===== src/rtl/branch_predict_resolve.sv =====
// Conditional branch predictor and resolver beside the EX comparator.
// IF looks up a 2-bit counter table; EX resolves, trains, redirects on mispredict, and counts.
module branch_predict_resolve #(
    parameter int          BHT_ENTRIES = 32,
    parameter logic [1:0]  CTR_INIT    = 2'b01
) (
    input  logic        clk,
    input  logic        rst,

    input  logic [31:0] if_pc,
    input  logic [31:0] if_instruction,
    output logic        pred_taken,
    output logic [31:0] pred_target,

    input  logic        ex_valid,
    input  logic [31:0] ex_instruction,
    input  logic [31:0] ex_pc,
    input  logic        ex_pred_taken,
    input  logic [31:0] ex_target,
    input  logic        br_lt,
    input  logic        br_eq,

    output logic        redirect_valid,
    output logic [31:0] redirect_pc,
    output logic [31:0] br_count,
    output logic [31:0] mispred_count
);

    localparam int         IDX_W     = $clog2(BHT_ENTRIES);
    localparam logic [6:0] OP_BRANCH = 7'b1100011;

    typedef enum logic [2:0] {
        F3_BEQ  = 3'b000,
        F3_BNE  = 3'b001,
        F3_BLT  = 3'b100,
        F3_BGE  = 3'b101,
        F3_BLTU = 3'b110,
        F3_BGEU = 3'b111
    } br_funct3_e;

    function automatic logic is_branch(input logic [31:0] inst);
        logic f3_ok;
        f3_ok = (inst[14:12] != 3'b010) && (inst[14:12] != 3'b011);
        return (inst[6:0] == OP_BRANCH) && f3_ok;
    endfunction

    function automatic logic [31:0] b_imm(input logic [31:0] inst);
        return {{20{inst[31]}}, inst[7], inst[30:25], inst[11:8], 1'b0};
    endfunction

    // ------------------------------------------------------------------
    // State
    // ------------------------------------------------------------------
    logic [1:0]  bht_q [BHT_ENTRIES];
    logic        redirect_valid_q, redirect_valid_d;
    logic [31:0] redirect_pc_q,    redirect_pc_d;
    logic [31:0] br_count_q,       br_count_d;
    logic [31:0] mispred_count_q,  mispred_count_d;

    // ------------------------------------------------------------------
    // IF lookup: reads the registered table, so an EX update in the same
    // cycle is only seen from the next cycle on.
    // ------------------------------------------------------------------
    logic [IDX_W-1:0] if_idx;
    logic             if_is_branch;

    assign if_idx       = if_pc[IDX_W+1:2];
    assign if_is_branch = is_branch(if_instruction);
    assign pred_taken   = if_is_branch & bht_q[if_idx][1];
    assign pred_target  = if_is_branch ? (if_pc + b_imm(if_instruction)) : (if_pc + 32'd4);

    // ------------------------------------------------------------------
    // EX resolve
    // ------------------------------------------------------------------
    logic [IDX_W-1:0] ex_idx;
    logic             ex_is_branch;
    logic             actual_taken;
    logic             resolve;
    logic             mispredict;
    logic [1:0]       ctr_cur;
    logic [1:0]       ctr_next;

    assign ex_idx       = ex_pc[IDX_W+1:2];
    assign ex_is_branch = is_branch(ex_instruction);

    // NOTE: every signal written in always_comb gets a default before the
    // case, so no path leaves it unassigned and no latch is inferred.
    always_comb begin
        actual_taken = 1'b0;
        unique case (ex_instruction[14:12])
            F3_BEQ:           actual_taken = br_eq;
            F3_BNE:           actual_taken = ~br_eq;
            F3_BLT, F3_BLTU:  actual_taken = br_lt;
            F3_BGE, F3_BGEU:  actual_taken = ~br_lt;
            default:          actual_taken = 1'b0;
        endcase
    end

    // The EX instruction during a redirect cycle is on the wrong path.
    assign resolve    = ex_valid & ex_is_branch & ~redirect_valid_q;
    assign mispredict = resolve & (actual_taken != ex_pred_taken);

    always_comb begin
        ctr_cur  = bht_q[ex_idx];
        ctr_next = ctr_cur;
        if (actual_taken) begin
            if (ctr_cur != 2'b11) ctr_next = ctr_cur + 2'b01;
        end else begin
            if (ctr_cur != 2'b00) ctr_next = ctr_cur - 2'b01;
        end
    end

    always_comb begin
        redirect_valid_d = mispredict;
        redirect_pc_d    = redirect_pc_q;
        br_count_d       = br_count_q;
        mispred_count_d  = mispred_count_q;
        if (resolve && (br_count_q != 32'hFFFF_FFFF)) begin
            br_count_d = br_count_q + 32'd1;
        end
        if (mispredict) begin
            redirect_pc_d = actual_taken ? ex_target : (ex_pc + 32'd4);
            if (mispred_count_q != 32'hFFFF_FFFF) begin
                mispred_count_d = mispred_count_q + 32'd1;
            end
        end
    end

    // ------------------------------------------------------------------
    // Sequential state
    // ------------------------------------------------------------------
    // NOTE: the counter table is built from flops, not RAM, so it can and
    // must be cleared by reset like any other register.
    always_ff @(posedge clk) begin
        if (rst) begin
            for (int i = 0; i < BHT_ENTRIES; i++) begin
                bht_q[i] <= CTR_INIT;
            end
        end else if (resolve) begin
            bht_q[ex_idx] <= ctr_next;
        end
    end

    // NOTE: non-blocking assignments for all clocked state, so every flop
    // samples the pre-edge values regardless of statement order.
    always_ff @(posedge clk) begin
        if (rst) begin
            redirect_valid_q <= 1'b0;
            redirect_pc_q    <= 32'd0;
            br_count_q       <= 32'd0;
            mispred_count_q  <= 32'd0;
        end else begin
            redirect_valid_q <= redirect_valid_d;
            redirect_pc_q    <= redirect_pc_d;
            br_count_q       <= br_count_d;
            mispred_count_q  <= mispred_count_d;
        end
    end

    assign redirect_valid = redirect_valid_q;
    assign redirect_pc    = redirect_pc_q;
    assign br_count       = br_count_q;
    assign mispred_count  = mispred_count_q;

    // Register-field bits that only the register file and ALU care about.
    logic unused_inst_bits;
    assign unused_inst_bits = ^{if_instruction[24:15], ex_instruction[31:15], ex_instruction[11:7]};

endmodule


===== config.mk =====
export PLATFORM = sky130hd
export DESIGN_NAME = branch_predict_resolve
export DESIGN_NICKNAME = d
export VERILOG_FILES = /design/src/rtl/branch_predict_resolve.sv
export SDC_FILE = /design/constraint.sdc
export NUM_CORES = 1
export LEC_CHECK = 0
export ABC_AREA = 1
export BUFFER_PORTS_ARGS = -buffer_cell sky130_fd_sc_hd__buf_4
export CORE_MARGIN = 2
export CORE_UTILIZATION = 61
export CTS_CLUSTER_DIAMETER = 200
export DETAILED_ROUTE_END_ITERATION = 16
export GPL_TIMING_DRIVEN = 0
export PLACE_DENSITY = 0.95
export SLEW_MARGIN = 10
export SYNTH_ARGS = -nofsm -noshare
export SYNTH_HDL_FRONTEND = slang
export SYNTH_SLANG_ARGS = --single-unit

===== constraint.sdc =====
create_clock -name clk -period 4.4 [get_ports clk]
set_clock_uncertainty 0.1 [all_clocks]
set_input_delay 0.66 -clock clk [delete_from_list [all_inputs] [get_ports clk]]
set_output_delay 0.66 -clock clk [all_outputs]
set_load 0.02 [all_outputs]

==> results.sh <==
export IMPL_status="completed"
export IMPL_p_per_area_nw_per_um2=244.5
export IMPL_maxSlewViolCount=0
export IMPL_dr_first_iter_drc_count=1847
export IMPL_syn_num_nets=2520
export IMPL_vias_per_cell=5.762
export IMPL_die_area_sq_um=23600
export IMPL_hold_class="reg2reg"
export IMPL_path_max_fanout=10
export IMPL_p_seq_share_pct=38.7
export IMPL_drtPass1Iterations=13
export IMPL_cts_sinks=161
export IMPL_grt_overflow=0
export IMPL_place_congestion=1.014
export IMPL_numCtsBuffers=17
export IMPL_vdd_drop_max_uv=196.3
export IMPL_synth_seq_cells=161
export IMPL_track_usage_pct=41.66
export IMPL_cts_setup_buffers=0
export IMPL_grt_pass1_vias=16033
export IMPL_period_minus_slack_ps=3983
export IMPL_syn2layout_area_growth_pct=21.36
export IMPL_synth_top_family_by_area="simple AND/OR/NAND/NOR gates"
export IMPL_critPathRequiredTime_ps=3640
export IMPL_clk_pin_slew_ps=70
export IMPL_clock_latency_ps=450
export IMPL_mostFrequentLayoutCells="nand2_1 (860), nor2_1 (303), inv_1 (290), buf_4 (276), nand3_1 (166)"
export IMPL_core_sq_um=21890
export IMPL_internal_power_w=0.002819
export IMPL_ys_warnings_count=0
export IMPL_layout_drive_gt1_share_pct=14.05
export IMPL_cp_start_kind="input port"
export IMPL_routed_wl_um=50250
export IMPL_post_synth_mux_area_share_pct=0
export IMPL_die_x_um=153.6
export IMPL_num_vias=16622
export IMPL_synth_fa_ha_area_share_pct=3.536
export IMPL_setup_viol=0
export IMPL_hold_viol_final=0
export IMPL_synth_simple_area_share_pct=43.59
export IMPL_crit_type="in2out"
export IMPL_relSlewSlack_pct=55.03
export IMPL_syn_inst=2316
export IMPL_wl_per_cell_um=17.42
export IMPL_layout_nets=2797
export IMPL_dpl_worst_slack_ps=526.0
export IMPL_portBuffers=258
export IMPL_crit_arrival_ps=3220
export IMPL_rsz0062_at_grt="false"
export IMPL_layout_commonest_cell="nand2_1"
export IMPL_p_leak_nw=7.921
export IMPL_postCtsHoldBufs=0
export IMPL_switching_power_w=0.001234
export IMPL_fin_crit_sh_pct=90.52
export IMPL_synth_edf_count=64
export IMPL_syn_area_sq_um=13660
export IMPL_ys_async_sr_fraction_pct=0
export IMPL_yosysSeqAreaShare_pct=28.29
export IMPL_root_buffer="clkbuf_16"
export IMPL_cts_resized=0
export IMPL_clkPwrFrac_pct=40.1
export IMPL_power_frac_comb_pct=21.2
export IMPL_ys_types=37
export IMPL_clock_path_buffers=2
export IMPL_dp_hpwl_um=38690
export IMPL_grt_max_degree=21
export IMPL_synth_compound_area_share_pct=7.833
export IMPL_num_io_pins=296
export IMPL_cts_htree_levels=4
export IMPL_synth_ff_type="dfxtp_1"
export IMPL_antennaDiodeCount=0
export IMPL_ant_nets=0
export IMPL_start_util_pct=62.39
export IMPL_swShare_pct=30.45
export IMPL_rows=54
export IMPL_dieHeight_um=153.6
export IMPL_cts_tree="built"
export IMPL_tns_ps=0
export IMPL_drc_errors=0
export IMPL_fin_util_pct=75.71
export IMPL_antenna_found_initial=0
export IMPL_whs_ps=378.6
export IMPL_maxCapViolations=0
export IMPL_max_freq_mhz=251.1
export IMPL_grt_pass1_wl_um=79070
export IMPL_fin_ws_ps=417.1
export IMPL_syn_area_per_cell_sq_um=5.897
export IMPL_synth_xor_area_share_pct=5.387
export IMPL_worst_pin_slew_ps=669.4
export IMPL_endpoint_kind="output pin"
power by group through the flow:
stage	Sequential [W]	Combinational, W	Clock (W)
3_5_place_dp	0.00160	0.000822	0
4_1_cts	0.00157	0.000832	0.00162
5_1_grt	0.00157	0.000931	0.00167
6_report	0.00157	0.000859	0.00163
2_1_floorplan	0.00160	0.000511	0
3_3_place_gp	0.00160	0.000804	0
state kept, by name, summed over array words and instances (netlist names):
| register | count |
|---|---|
| bht_q | 64 |
| br_count | 32 |
| mispred_count | 32 |
| redirect_pc | 32 |
| redirect_valid | 1 |
path summary, 6_finish.rpt:
path | start | endpoint | slack, ps | depth (start not counted)
min reg2reg | redirect_pc[13]$_SDFFE_PP0P_ | redirect_pc[13]$_SDFFE_PP0P_ | 380 | 2
max | if_pc[2] | pred_target[21] | 420 | 16
max reg2reg | redirect_valid$_SDFF_PP0_ | bht_q[16][0]$_SDFFCE_PN1P_ | 2000 | 7
min | redirect_pc[13]$_SDFFE_PP0P_ | redirect_pc[13]$_SDFFE_PP0P_ | 380 | 2
Yosys cell counts (18+ instances only):
cell type / number / area, sq um
ha_1: 37 / 462.9
o21ai_0: 59 / 295.3
a21oi_1: 131 / 655.6
xnor2_1: 23 / 201.4
nor2_1: 303 / 1137
edfxtp_1: 64 / 1922
nor3_1: 48 / 240.2
buf_4: 18 / 135.1
xor2_1: 61 / 534.3
inv_1: 290 / 1089
clkbuf_1: 30 / 112.6
nand3b_1: 20 / 150.1
nand3_1: 166 / 830.8
dfxtp_1: 97 / 1942
nand2_1: 860 / 3228
nand4_1: 20 / 125.1
stage by stage:
stage,instance area [sq um],cells,total power (W)
after floorplan,13660,2316,0.002109
after global placement,15940,2854,0.002403
after detailed placement,15940,2854,0.002422
after CTS,16570,2885,0.004017
after global routing,16570,2885,0.004169
final,16570,2885,0.004053
metal layers:
metal | track usage [%] | wire (um)
met3 | 9.160 | 5863
met2 | 67.56 | 22540
met1 | 50.05 | 18380
met5 | 0.6211 | 0
met4 | 26.61 | 3468
critical path: stages:
cell and delay, ps:
buf_4 100, buf_2 270, inv_1 230, buf_2 280, fa_1 490, inv_1 90, nand3_1 60, nand3_1 140
nand3_1 100, nand3_1 210, nand3_1 130, nand2_1 80, nand2_1 40, nand3_1 80, nand2_1 80, buf_4 160
cells by family after synthesis:
| kind of cell | Yosys count |
|---|---|
| XOR/XNOR | 84 |
| adder cells (fa/ha/maj) | 38 |
| flip-flops | 161 |
| buffers and inverters | 374 |
| AND/OR/NAND/NOR | 1449 |
| AO/OA/AOI/OAI | 210 |
cell type report:
type                       count  area, sq um
multi-input combinational   1781         8242
inverter                     301         1132
tap                          280        350.3
sequential                   161         3864
fill                        1764         5316
timing repair buffer         258         1937
buffer                        73        419.2
clock inverter                12        166.4
clock buffer                  19        464.2
No activity file was read; power rests on OpenSTA's default activity.
